File: src/rtl/fifo_pkg.sv
// Shared definitions for the async FIFO: default sizes and pointer code conversions.
package fifo_pkg;

  localparam int FIFO_DSIZE = 8;
  localparam int FIFO_ASIZE = 4;

  // Conversions work on a wide container; callers zero-extend their pointer
  // and truncate the result, so one function serves every pointer width.
  localparam int PTR_MAXW = 32;

  function automatic logic [PTR_MAXW-1:0] bin2gray(input logic [PTR_MAXW-1:0] b);
    return b ^ (b >> 1);
  endfunction

  // XOR prefix from the MSB down; zero upper bits leave the result unaffected.
  function automatic logic [PTR_MAXW-1:0] gray2bin(input logic [PTR_MAXW-1:0] g);
    logic [PTR_MAXW-1:0] b;
    b[PTR_MAXW-1] = g[PTR_MAXW-1];
    for (int i = PTR_MAXW-2; i >= 0; i--) begin
      b[i] = b[i+1] ^ g[i];
    end
    return b;
  endfunction

endpackage

File: src/rtl/rr_arbiter.sv
// Round-robin arbiter: search starts one past the last winner and wraps.
module rr_arbiter #(
  parameter int NREQ = 4,
  parameter int IDXW = (NREQ > 1) ? $clog2(NREQ) : 1
) (
  input  logic            clk,
  input  logic            rst,
  input  logic [NREQ-1:0] req,
  input  logic            enable,
  input  logic            advance,
  output logic [NREQ-1:0] gnt,
  output logic [IDXW-1:0] winner
);

  logic [IDXW-1:0] last_q;
  logic [IDXW-1:0] last_d;
  logic [IDXW:0]   sum;
  logic [IDXW-1:0] idx;
  logic            found;

  // Pick the first set request at or after last+1, wrapping modulo NREQ.
  always_comb begin
    gnt    = '0;
    winner = '0;
    found  = 1'b0;
    sum    = '0;
    idx    = '0;
    for (int off = 1; off <= NREQ; off++) begin
      sum = {1'b0, last_q} + (IDXW+1)'(off);
      if (sum >= (IDXW+1)'(NREQ)) begin
        sum = sum - (IDXW+1)'(NREQ);
      end
      idx = sum[IDXW-1:0];
      if (enable && !found && req[idx]) begin
        found       = 1'b1;
        gnt[idx]    = 1'b1;
        winner      = idx;
      end
    end
  end

  // Priority moves to the winner only on a cycle that actually writes.
  always_comb begin
    last_d = last_q;
    if (advance) begin
      last_d = winner;
    end
  end

  // Priority register; reset makes requester 0 first in line.
  always_ff @(posedge clk or posedge rst) begin
    if (rst) begin
      last_q <= IDXW'(NREQ-1);
    end else begin
      last_q <= last_d;
    end
  end

endmodule

File: src/rtl/fifo_wr_arbiter.sv
// Write-side controller of the async FIFO: arbitrates requesters onto the single
// write port and owns the binary/Gray write pointer, full flag and occupancy.
module fifo_wr_arbiter
  import fifo_pkg::*;
#(
  parameter int NREQ  = 4,
  parameter int DSIZE = FIFO_DSIZE,
  parameter int ASIZE = FIFO_ASIZE
) (
  input  logic                  clk,
  input  logic                  rst,
  input  logic [NREQ-1:0]       req,
  input  logic [NREQ*DSIZE-1:0] req_data,
  output logic [NREQ-1:0]       gnt,
  input  logic [ASIZE:0]        wq2_rptr,
  output logic                  winc,
  output logic [ASIZE-1:0]      waddr,
  output logic [DSIZE-1:0]      wdata,
  output logic [ASIZE:0]        wptr,
  output logic                  wfull,
  output logic [ASIZE:0]        wcount
);

  localparam int PW   = ASIZE + 1;
  localparam int IDXW = (NREQ > 1) ? $clog2(NREQ) : 1;

  logic [PW-1:0]   wbin_q,   wbin_d;
  logic [PW-1:0]   wptr_q,   wptr_d;
  logic            wfull_q,  wfull_d;
  logic [PW-1:0]   wcount_q, wcount_d;
  logic [IDXW-1:0] winner;
  logic            arb_en;

  // No grant while full, and none while reset is held.
  assign arb_en = !wfull_q && !rst;

  rr_arbiter #(
    .NREQ (NREQ),
    .IDXW (IDXW)
  ) u_rr (
    .clk     (clk),
    .rst     (rst),
    .req     (req),
    .enable  (arb_en),
    .advance (winc),
    .gnt     (gnt),
    .winner  (winner)
  );

  assign winc  = |gnt;
  assign waddr = wbin_q[ASIZE-1:0];
  assign wptr  = wptr_q;
  assign wfull = wfull_q;
  assign wcount = wcount_q;

  // Route the granted requester's slice to the memory; zero when idle.
  always_comb begin
    wdata = '0;
    if (winc) begin
      wdata = req_data[winner*DSIZE +: DSIZE];
    end
  end

  // Next pointer, full compare against the synchronized read pointer, and
  // occupancy; full means MSB and next bit inverted, remaining Gray bits equal.
  always_comb begin
    wbin_d   = wbin_q + PW'(winc);
    wptr_d   = PW'(bin2gray(PTR_MAXW'(wbin_d)));
    wfull_d  = (wptr_d == {~wq2_rptr[ASIZE:ASIZE-1], wq2_rptr[ASIZE-2:0]});
    wcount_d = wbin_d - PW'(gray2bin(PTR_MAXW'(wq2_rptr)));
  end

  // Pointer, full and occupancy registers.
  always_ff @(posedge clk or posedge rst) begin
    if (rst) begin
      wbin_q   <= '0;
      wptr_q   <= '0;
      wfull_q  <= 1'b0;
      wcount_q <= '0;
    end else begin
      wbin_q   <= wbin_d;
      wptr_q   <= wptr_d;
      wfull_q  <= wfull_d;
      wcount_q <= wcount_d;
    end
  end

endmodule

File: config.mk
export PLATFORM = sky130hd
export DESIGN_NAME = fifo_wr_arbiter
export DESIGN_NICKNAME = d
export VERILOG_FILES = /design/src/rtl/fifo_pkg.sv /design/src/rtl/rr_arbiter.sv /design/src/rtl/fifo_wr_arbiter.sv
export SDC_FILE = /design/constraint.sdc
export NUM_CORES = 1
export LEC_CHECK = 0
export ABC_CLOCK_PERIOD_IN_PS = 6600
export BUFFER_PORTS_ARGS = -buffer_cell sky130_fd_sc_hd__buf_2
export CORE_MARGIN = 10
export CORE_UTILIZATION = 48
export DETAILED_ROUTE_END_ITERATION = 6
export PLACE_DENSITY = 0.8
export SYNTH_ARGS = -nofsm -noshare
export SYNTH_HDL_FRONTEND = slang
export SYNTH_HIERARCHICAL = 1
export SYNTH_SLANG_ARGS = --single-unit
File: constraint.sdc
create_clock -name clk -period 6.6 [get_ports clk]
set_clock_uncertainty 0.15 [all_clocks]
set_input_delay 1.32 -clock clk [delete_from_list [all_inputs] [get_ports clk]]
set_output_delay 1.32 -clock clk [all_outputs]
set_load 0.005 [all_outputs]
==> reports/qor.yml <==
crit_chain: "inv_1 > ha_1 > mux4_2 > and2b_2 > a22oi_1 > nor2_1 > a221o_1 > nor4_1 > buf_4 > inv_1 > ha_1 > ha_1 > fa_1 > maj3_1 > a21oi_1 > xnor2_1"
whs_ns: 0.399
power_leakage_nw: 1.01
grt_pass1_vias: 1553
grt-ovfl-total: 0
clkSlewWorstSetupHoldPaths_ns: 0.10
drc: 0
via_count: 1470
dr.pass1.iters: 6
dp_slack_ns: 1.17
power_mw: 1.14
status: "finished, final reports clean"
diodes: 0
clk_latency_ns: 0.29
cts_setup_buffers: 0
cts.sinks: 17
cts.repair.resized: 0
initial_core_util_pct: 50.3
die_x_um: 79.4
synth_top_area_share_pct: 22.2
swShare_pct: 45.6
max_slew_margin_pct: 63.2
crit_type: "flop to flop"
setup_viol: 0
yosysSeqAreaShare_pct: 25.3
maxCapViolCount: 0
finalSetupTns_ns: 0
worst_pin_slew_ns: 0.549
row_count: 21
drt-total-wl_um: 4650
cts_root_buf: "clkbuf_4"
synthTopCellsByArea: "dfrtp_1, mux4_2, ha_1"
cp-start-kind: "flop"
ys_types: 51
end_kind: "flop"
rsz0062_at_grt: "false"
hold_viol: 0
worst_path_max_delay_cell: "dfstp_2"
pwr-share-clk_pct: 4.9
drt_iter0_drc: 90
ios: 71
cpMostUsedCell: "ha_1"
intPower_mw: 0.618
startpoint: "u_rr/last_q[0]"
seqCellArea_sq_um: 428
cts_tree: "done"
seqPwrFrac_pct: 19.3
die_h_um: 79.4
place.detailed.hpwl_um: 3920
post-route-period-util_pct: 80.4
antenna_found_initial: 0
slowest_delay_ns: 0.73
powerDensity_nw_per_um2: 547
syn_area_per_cell_sq_um: 11.0
synth_area_sq_um: 1690
detail-route-antenna-nets: 0
grt_pass1_wl_um: 7310
multiInputGateArea_sq_um: 1160
async_reset_ff_share_pct: 100
maxSlewViolCount: 0
r2r_slack_ns: 1.30
vias_per_cell: 5.46
io_buffers: 70
synth_nets: 210
p_comb_share_pct: 75.8
critPathRequiredTime_ns: 6.67
postLayoutSetupSlackWorst_ns: 1.30
synth_ff_type: "dfrtp_1"
ys_warn_count: 6
syn_inst: 154
hp-class: "flop to flop"
area_delta_synth_final_pct: 22.8
fmax_mhz: 189
die_area_sq_um: 6300
fin_crit_ns: 5.30
hold_buffers: 0
worstReg2RegStart: "u_rr/last_q[0]"
synth.largest_area_cell: "dfrtp_1"
ys_seq_elements: 17
cts-htree-levels: 1
synth_edf_count: 0
drive_gt1_share_pct: 44.4
grt_usage_pct: 14.3
nNetsFinal: 280
fill_cells: 329
gp_congestion: 0.847
core_region_area_sq_um: 3360
power.switching_mw: 0.519
crit_path_max_fanout: 16
cts_buffers: 3
cp.arrival_ns: 5.37
ir_drop_mv: 0.378
hold_start: "wbin_q[4]"
routedWlPerCell_um: 17.3
grt_start_max_net_pins: 17
clockBufferDepth: 2
[power by group through the flow]
stage | clock [mW] | sequential (mW) | combinational, mW
floorplan | 0 | 0.215 | 0.629
global placement | 0 | 0.222 | 0.843
detailed placement | 0 | 0.221 | 0.864
CTS | 0.0567 | 0.220 | 0.867
global route | 0.0624 | 0.228 | 0.952
finish | 0.0552 | 0.220 | 0.862
[metal layers]
layer / part of all wire [%] / global-route usage (%) / vias to the layer above
met3: 3.1 / 2.82 / 13
met1: 38 / 15.5 / 719
met2: 57 / 26.8 / 40
li1: - / - / 698
met5: 0 / 0 / -
met4: 2.3 / 4.84 / 0
[cell type report]
type                    instances  area share [%]
well taps                      46            2.77
repair buffers                 72            17.6
multi-input cells             118            55.6
inverters                      12            2.17
flip-flops and latches         17            20.6
clock buffers                   4            1.26
[kinds of logic (layout without fill, tap and decap cells)]
logic type               count (synthesis)  count (layout)  share of synthesized area [%]
AO/OA/AOI/OAI                           27              27                           13.0
AND/OR/NAND/NOR                         39              39                           14.3
adder cells (fa/ha/maj)                 14              14                           10.6
XOR/XNOR                                21              21                           12.6
multiplexers                            17              17                           17.8
buffers and inverters                   19              88                           6.43
flip-flops                              17              17                           25.3
[Yosys cell counts, drive strengths merged, types with 2 or more instances]
cell,n
a21o,2
a21oi,4
a221o,5
a22oi,4
and2b,2
buf,5
clkbuf,2
dfrtp,15
dfstp,2
ha,12
inv,12
mux2,2
mux2i,5
mux4,10
nand2,5
nand2b,2
nand3,2
nor2,10
nor2b,10
nor4,3
xnor2,10
xor2,10
[worst paths after layout]
| check | end | cells past startpoint |
|---|---|---|
| max reg2reg | wcount[4] | 16 |
| min in group asynchronous | u_rr/last_q[0] | 2 |
| max in group asynchronous | wcount[0] | 2 |
| min | wptr[3] | 1 |
| min reg2reg | wptr[3] | 1 |
| max | wcount[4] | 16 |
[registers in the layout, summed over array words and instances, names as in the netlist]
signal and count:
wcount 5, u_rr/last_q 2, wbin_q 5, wfull 1, wptr 4
[metrics by stage]
step	instance area [sq um]	cells	util, %
5_1_grt	2080	269	61.8
3_5_place_dp	2050	265	61.0
6_report	2080	269	61.8
2_1_floorplan	1690	154	-
4_1_cts	2080	269	61.8
3_3_place_gp	2050	265	61.0
[placed cells by master, fill, tap and decap left out, drive strengths merged, types with 5 or more instances in the layout]
cell type and instances:
a221o 5, buf 72, dfrtp 15, ha 12, inv 12, mux2i 5
mux4 10, nand2 5, nor2 10, nor2b 10, xnor2 10, xor2 10
[critical path: cells and delay by family, from the launching register on]
family          cells  cell delay, ns
fa+ha+maj           5            2.02
simple gates        3            0.64
flops               1            0.73
compound gates      3            0.65
xor+xnor            1            0.13
mux                 1            0.37
buf+inv             3            0.54
No activity file was read; power rests on OpenSTA's default activity.
